## config.mk

```make
export PLATFORM = sky130hd
export DESIGN_NAME = uart_stream_link
export DESIGN_NICKNAME = d
export VERILOG_FILES = /design/src/rtl/uart_stream_link.sv
export SDC_FILE = /design/constraint.sdc
export NUM_CORES = 1
export LEC_CHECK = 0
export ABC_AREA = 0
export BUFFER_PORTS_ARGS = -buffer_cell sky130_fd_sc_hd__buf_2
export CAP_MARGIN = 10
export CORE_ASPECT_RATIO = 1.75
export CORE_MARGIN = 2
export CORE_UTILIZATION = 52
export DETAILED_ROUTE_END_ITERATION = 12
export PLACE_DENSITY = 0.77
export SLEW_MARGIN = 15
export SYNTH_ARGS = -nofsm -noshare
export SYNTH_HDL_FRONTEND = slang
export SYNTH_SLANG_ARGS = --single-unit
```

## constraint.sdc

```tcl
create_clock -name clk -period 2.1 [get_ports clk]
set_input_delay 0.105 -clock clk [delete_from_list [all_inputs] [get_ports clk]]
set_output_delay 0.105 -clock clk [all_outputs]
set_load 0.05 [all_outputs]
```

## src/rtl/uart_stream_link.sv

```systemverilog
// uart_stream_link: full-duplex UART endpoint with valid/ready streams on the parallel side.
// One DATA_WIDTH-bit word per frame: start bit (0), data LSB first, stop bit (1), each bit
// lasting CLK_FREQ/BAUD_RATE clocks.
//
// Ports
//   clk       system clock, all logic on the rising edge
//   rstn      synchronous reset, active-high (1 = reset)
//   sig_rx    serial receive line, idle high, asynchronous to clk
//   data_rx   last received word, stable while valid_rx is high
//   valid_rx  data_rx holds an unconsumed word
//   ready_rx  consumer accepts data_rx
//   sig_tx    serial transmit line, idle high
//   data_tx   word to transmit
//   valid_tx  data_tx is offered
//   ready_tx  transmitter idle and able to accept a word
module uart_stream_link #(
  parameter int unsigned DATA_WIDTH = 25,
  parameter int unsigned BAUD_RATE  = 9600,
  parameter int unsigned CLK_FREQ   = 50_000_000
) (
  input  logic                  clk,
  input  logic                  rstn,
  input  logic                  sig_rx,
  output logic [DATA_WIDTH-1:0] data_rx,
  output logic                  valid_rx,
  input  logic                  ready_rx,
  output logic                  sig_tx,
  input  logic [DATA_WIDTH-1:0] data_tx,
  input  logic                  valid_tx,
  output logic                  ready_tx
);

  localparam int unsigned BitClks  = CLK_FREQ / BAUD_RATE;
  localparam int unsigned HalfClks = BitClks / 2;
  localparam int unsigned CntW     = (BitClks > 1) ? $clog2(BitClks) : 1;
  localparam int unsigned IdxW     = (DATA_WIDTH > 1) ? $clog2(DATA_WIDTH) : 1;

  localparam logic [CntW-1:0] BitLast  = CntW'(BitClks - 1);
  localparam logic [CntW-1:0] HalfLast = CntW'(HalfClks - 1);
  localparam logic [IdxW-1:0] IdxLast  = IdxW'(DATA_WIDTH - 1);

  typedef enum logic [1:0] {StIdle, StStart, StData, StStop} state_e;

  // ---------------------------------------------------------------------------------------------
  // Transmitter
  // ---------------------------------------------------------------------------------------------
  state_e                tx_state_q, tx_state_d;
  logic [CntW-1:0]       tx_cnt_q, tx_cnt_d;
  logic [IdxW-1:0]       tx_idx_q, tx_idx_d;
  logic [DATA_WIDTH-1:0] tx_shift_q, tx_shift_d;
  logic                  tx_bit_end;

  assign tx_bit_end = (tx_cnt_q == BitLast);

  always_ff @(posedge clk) begin
    if (rstn) begin
      tx_state_q <= StIdle;
      tx_cnt_q   <= '0;
      tx_idx_q   <= '0;
      tx_shift_q <= '0;
    end else begin
      tx_state_q <= tx_state_d;
      tx_cnt_q   <= tx_cnt_d;
      tx_idx_q   <= tx_idx_d;
      tx_shift_q <= tx_shift_d;
    end
  end

  always_comb begin
    tx_state_d = tx_state_q;
    tx_cnt_d   = tx_bit_end ? '0 : tx_cnt_q + CntW'(1);
    tx_idx_d   = tx_idx_q;
    tx_shift_d = tx_shift_q;
    unique case (tx_state_q)
      StIdle: begin
        tx_cnt_d = '0;
        tx_idx_d = '0;
        // ready_tx is high in idle, so valid_tx alone completes the handshake
        if (valid_tx) begin
          tx_shift_d = data_tx;
          tx_state_d = StStart;
        end
      end
      StStart: begin
        if (tx_bit_end) tx_state_d = StData;
      end
      StData: begin
        if (tx_bit_end) begin
          tx_shift_d = tx_shift_q >> 1;
          if (tx_idx_q == IdxLast) tx_state_d = StStop;
          else                     tx_idx_d   = tx_idx_q + IdxW'(1);
        end
      end
      StStop: begin
        if (tx_bit_end) tx_state_d = StIdle;
      end
      default: tx_state_d = StIdle;
    endcase
  end

  always_comb begin
    sig_tx   = 1'b1;
    ready_tx = 1'b0;
    unique case (tx_state_q)
      StIdle:  ready_tx = 1'b1;
      StStart: sig_tx   = 1'b0;
      StData:  sig_tx   = tx_shift_q[0];
      StStop:  sig_tx   = 1'b1;
      default: sig_tx   = 1'b1;
    endcase
  end

  // ---------------------------------------------------------------------------------------------
  // Receiver
  // ---------------------------------------------------------------------------------------------
  logic [1:0]            rx_sync_q;
  logic                  rx_line;
  state_e                rx_state_q, rx_state_d;
  logic [CntW-1:0]       rx_cnt_q, rx_cnt_d;
  logic [IdxW-1:0]       rx_idx_q, rx_idx_d;
  logic [DATA_WIDTH-1:0] rx_shift_q, rx_shift_d;
  logic [DATA_WIDTH-1:0] rx_data_q, rx_data_d;
  logic                  rx_valid_q, rx_valid_d;
  logic                  rx_bit_end;

  assign rx_line    = rx_sync_q[1];
  assign rx_bit_end = (rx_cnt_q == BitLast);

  always_ff @(posedge clk) begin
    if (rstn) begin
      rx_sync_q  <= 2'b11;
      rx_state_q <= StIdle;
      rx_cnt_q   <= '0;
      rx_idx_q   <= '0;
      rx_shift_q <= '0;
      rx_data_q  <= '0;
      rx_valid_q <= 1'b0;
    end else begin
      rx_sync_q  <= {rx_sync_q[0], sig_rx};
      rx_state_q <= rx_state_d;
      rx_cnt_q   <= rx_cnt_d;
      rx_idx_q   <= rx_idx_d;
      rx_shift_q <= rx_shift_d;
      rx_data_q  <= rx_data_d;
      rx_valid_q <= rx_valid_d;
    end
  end

  always_comb begin
    rx_state_d = rx_state_q;
    rx_cnt_d   = rx_cnt_q + CntW'(1);
    rx_idx_d   = rx_idx_q;
    rx_shift_d = rx_shift_q;
    rx_data_d  = rx_data_q;
    rx_valid_d = rx_valid_q;
    if (rx_valid_q && ready_rx) rx_valid_d = 1'b0;
    unique case (rx_state_q)
      StIdle: begin
        rx_cnt_d = '0;
        rx_idx_d = '0;
        if (!rx_line) begin
          rx_state_d = StStart;
          // Dropping valid on every start gives each word its own valid rising edge
          rx_valid_d = 1'b0;
        end
      end
      StStart: begin
        // Re-check the line at mid start bit to reject glitches
        if (rx_cnt_q == HalfLast) begin
          rx_cnt_d   = '0;
          rx_state_d = rx_line ? StIdle : StData;
        end
      end
      StData: begin
        if (rx_bit_end) begin
          rx_cnt_d   = '0;
          rx_shift_d = {rx_line, rx_shift_q[DATA_WIDTH-1:1]};
          if (rx_idx_q == IdxLast) rx_state_d = StStop;
          else                     rx_idx_d   = rx_idx_q + IdxW'(1);
        end
      end
      StStop: begin
        if (rx_bit_end) begin
          rx_cnt_d   = '0;
          rx_state_d = StIdle;
          // A low stop bit is a framing error: the word is dropped silently
          if (rx_line) begin
            rx_data_d  = rx_shift_q;
            rx_valid_d = 1'b1;
          end
        end
      end
      default: rx_state_d = StIdle;
    endcase
  end

  always_comb begin
    data_rx  = rx_data_q;
    valid_rx = rx_valid_q;
  end

endmodule

```

---- Word-level counts from Yosys, hierarchy flattened ----
Index checks and enable logic that the tools add are counted.
W data, S select, Z words.
storage, ports and cells
  register bits after elaboration ......... 118
  bits of input ports ..................... 30
  output and inout port bits .............. 28
  logic and storage cells ................. 84
cells by class
  add/subtract/negate cells ............... 4
  equality and inequality tests ........... 23
  muxes and demuxes ....................... 32
  reduce and logical (&&, ||, !) cells .... 14
operators with widths
  cell                     count
  $mux W25                 2
  $pmux W25 S2             1
  $pmux W13 S3             1
  $add A13 B1 Y13 const B  2
  $eq A13 B13 Y1 const B   2
  $mux W13                 2
  $ne A2 B2 Y1 const B     12
  $mux W2                  11
  $mux W5                  4
  $pmux W5 S2              2
  $pmux W2 S4              2
  $eq A13 B12 Y1 const B   1
  $reduce_and A3 Y1        4
  $add A5 B1 Y5 const B    2
  $eq A5 B5 Y1 const B     2
  $reduce_and A5 Y1        2
  $eq A2 B2 Y1 const B     4
  $mux W1                  5
  $eq A2 B1 Y1 const B     2
  $logic_not A2 Y1         2
  $pmux W1 S2              2
  $reduce_bool A2 Y1       2
  $reduce_or A3 Y1         1
  $reduce_and A2 Y1        1
  other kinds (2)          2

---- Depth between registers and ports, before layout ----
  depth in word-level cells ............... 5
  mapped depth ............................ 10
  depth with buffers taken out ............ 7

---- Worst setup path before layout ----
Ideal clock, no wire load.
  path type ............................... reg-to-reg
  start ................................... reg rx_cnt_q[3]
  end ..................................... reg rx_cnt_q[9]
  setup time .............................. 114 ps
  data arrival time ....................... 1942 ps
  data required time ...................... 1986 ps
  slack ................................... 44 ps
  stages on the path, launching flop included .. 9
  path buffers ............................ 3
  period minus slack after synthesis ...... 2056 ps
  cell sequence ........................... dfxtp_1 -> buf_6 -> or4b_4 -> nor4_2 -> buf_4 -> a2bb2oi_4 -> or3_2 -> buf_4 -> nor2_1
on the way
  word-level cells in the longest chain between the ends .. 3
  elaborated cells between the ends (all ways) .. 6
  classes of those cells .................. 1 x add/sub; 2 x eq/ne; 3 x mux
RTL lines
  element                                  line           source
  start: declaration                       119            logic [CntW-1:0] rx_cnt_q, rx_cnt_d;
  start signal: assignment                 141            rx_cnt_q <= rx_cnt_d;
  $add A13 B1 Y13 (tied with other cells)  151            rx_cnt_d = rx_cnt_q + CntW'(1);
  $mux W13 (on tied branches)              175, 183, 169
  $pmux W13 S3 *                           157            unique case (rx_state_q)
Every way passes the cells marked *; elsewhere a longest branch is shown, timed or not.
A chain may end at the register's enable or synchronous reset.

---- Worst setup path in the final report ----
  start ................................... reg rx_cnt_q[3]
  end ..................................... reg rx_state_q[0]
on the way
  word-level cells in the longest chain between the ends .. 3
  elaborated cells between the ends (all ways) .. 6
  classes of those cells .................. 5 x eq/ne; 1 x reduce/logical
RTL lines
  element                                                  line      source
  $eq A13 B12 Y1 / $eq A13 B13 Y1 (equally long branches)  169, 127
  $ne A2 B2 Y1 (no source line)                            --
  $reduce_and A5 Y1 (no source line) *                     --
  end signal: assignment                                   132       rx_state_q <= StIdle;
  end signal: assignment                                   140       rx_state_q <= rx_state_d;
  end: declaration                                         118       state_e rx_state_q, rx_state_d;
Marks and branches as above.

==> results.cfg <==
[run_status]
status = complete, no violations

[floorplan]
core_region_area_sq_um = 9730
die_h_um = 135
start_util = 0.528
floorplan.rows = 48
dieWidth_um = 79.1
ios = 58
dieArea_sq_um = 10700

[placed_design]
gp_congestion = 0.831
dpl-instance-area_sq_um = 5580
port_buffers = 57
dp_hpwl_um = 6940

[pwr]
power.density_nw_per_um2 = 1150
totalPowerFinal_mw = 7.24
p_leak_nw = 2.35
ir_drop_mv = 0.951

[timing]
maxSlewHeadroom = 0.597
fmax_mhz = 494
slew_viol_final = 0
worst_pin_slew_ns = 0.604
finalSetupViolations = 0
clock_skew_ns = 0.00683
fin_setup_tns_ns = 0
hold_viol = 0
period_needed_ns = 2.03
fin_crit_sh = 0.965

[clock_tree]
root_buffer = clkbuf_16
cts_sinks = 118
htreeDepth = 4
cts_buffers = 17
clock_path_buffers = 2
insertion_delay_ns = 0.41
clk_pin_slew_worst_paths_ns = 0.05
cts_tree = done

[synthesis]
syn_area_sq_um = 5140
synthTopCellsByArea = dfxtp_1, nand2_1, nor2_1, mux2i_1, a21oi_1
synth_top_area_cell = dfxtp_1
synth_top_area_frac = 0.460
seq_area_frac_synth = 0.460
synth-edff-count = 0
syn_nets = 625
synthArstFlopShare = 0
ys.flop_type = dfxtp_1
postSynthCellCount = 581
ys_seq_elements = 118
synthDistinctLibCells = 52
avgSynthCellArea_sq_um = 8.84
yosysWarnings = 0

[cells_and_area]
final_cell_mix = dfxtp_1, nand2_1, nor2_1
fin_area_sq_um = 6320
fillers = 798
syn_to_final_growth_pct = 23.0
final_nets = 694
drive_gt1_frac = 0.249
n_antenna_cell = 0
mostFrequentLayoutCell = dfxtp_1

[setup_path]
crit_arrival_ns = 2.35
crit_family = simple AND/OR/NAND/NOR gates
cp_max_fo = 12
path_cells = or4b_4, nor4_4, buf_6, a2bb2oi_4, nand3_1, a221oi_2
path_class = reg2reg
crit_buf_inv = 1
critical_path.slowest_cell = or4b_4
startpoint_type = flop
worst_ep_required_time_ns = 2.42
end_kind = flop
critical_path.startpoint = rx_cnt_q[3]$_SDFF_PP0_
cpPeakStageDelay_ns = 0.54
reg2reg_from = rx_cnt_q[3]$_SDFF_PP0_

[drt]
drcViolationCount = 0
antenna_left = 0
via_per_inst = 5.35
dr.pass1.iters = 4
wl_um = 10400
vias = 4215
drt-initial-drc-count = 156
wl_per_cell_um = 13.3

[run]
drv_cap = 0

[global_route]
grt_pass1_wl_um = 17100
first_global_vias = 4083
grt.total_usage = 0.200
grt_remaining_overflow = 0
antenna_found_initial = 0
grt_max_degree = 52

[worst_hold_path]
hold_path_class = in2reg
min_from = data_tx[1]
==> cells by family after synthesis <==
kind of cell,Yosys count,synth area share
AOI/OAI and AO/OA,92,0.123
adders and majority gates,14,0.0341
and+or+nand+nor,256,0.236
buffers and inverters,49,0.0509
xor gates and xnor gates,26,0.0443
muxes,26,0.0509
DFF,118,0.460
==> metrics by stage <==
step / std cells / hold WS (ns) / setup WS, ns / utilization
after floorplan: 581 / 0.209 / 0.0437 / -
after global placement: 750 / 0.293 / 0.0926 / 0.573
after detailed placement: 750 / 0.294 / -0.0320 / 0.573
after CTS: 786 / 0.0151 / 0.0367 / 0.642
after global routing: 788 / 0.0375 / -0.00213 / 0.650
final: 788 / 0.0311 / 0.0737 / 0.650
==> worst reg2reg max path: stages (launching register included) <==
cell and delay [ns]:
dfxtp_1 0.31, or4b_4 0.54, nor4_4 0.29, buf_6 0.19, a2bb2oi_4 0.21, nand3_1 0.13, a221oi_2 0.28
==> layout make-up <==
type                    count  area [sq um]  area share
multi-input cells         415          2560       0.405
flip-flops and latches    118          2360       0.374
repair buffers             85           566      0.0895
clock buffers              23           478      0.0756
well taps                 125           156      0.0247
clock inverters             9           148      0.0234
inverters                  13          48.8     0.00772
==> state kept, by name, indices dropped and copies added, names as in the netlist, named ones only <==
signal	cells
rx_sync_q	2
rx_state_q	1
valid_rx	1
tx_state_q	2
rx_shift_q	25
rx_cnt_q	13
tx_idx_q	5
data_rx	25
rx_idx_q	5
tx_shift_q	25
tx_cnt_q	13
==> power by group <==
group	leakage [nW]	total, mW	internal [mW]	switching, mW
logic	1.09	1.53	0.654	0.877
registers	0.957	2.68	2.52	0.157
clock network	0.307	3.03	2.07	0.962
total	2.35	7.24	5.24	2.00
==> synth_stat cells, types with 6 or more instances <==
cell and n:
a21oi_2 18, a21oi_1 40, buf_2 6, xor2_1 20, xnor2_1 6, dfxtp_1 118, nand4_1 10, a211oi_1 25
inv_1 13, ha_1 14, clkbuf_1 20, nand2_1 101, nand2_2 15, nand3_1 20, mux2i_1 25, nor2_1 69
==> timing repair <==
action                                  CTS  global route
hold buffers                              3             0
hold endpoints to repair                  3             0
resized for setup                         1            10
setup buffers                             1             0
pin swaps                                 1             1
endpoints found under the setup margin    5            48
cloned                                    0             2
==> layer usage <==
layer	vias up	wire length, um	global-route usage
met5	-	0	0
met4	0	261	0.0891
met3	24	321	0.0627
met2	73	5690	0.366
met1	2015	4160	0.205
li1	2103	-	-
==> final timing paths <==
path	cells past startpoint	slack [ns]	end
max	6	0.07	rx_state_q[0]$_SDFFE_PP0P_
min	3	0.03	tx_shift_q[1]$_SDFFE_PP0P_
max reg2reg	6	0.07	rx_state_q[0]$_SDFFE_PP0P_
min reg2reg	1	0.41	rx_sync_q[1]$_SDFF_PP1_
Power figures use the tool's default switching activity.
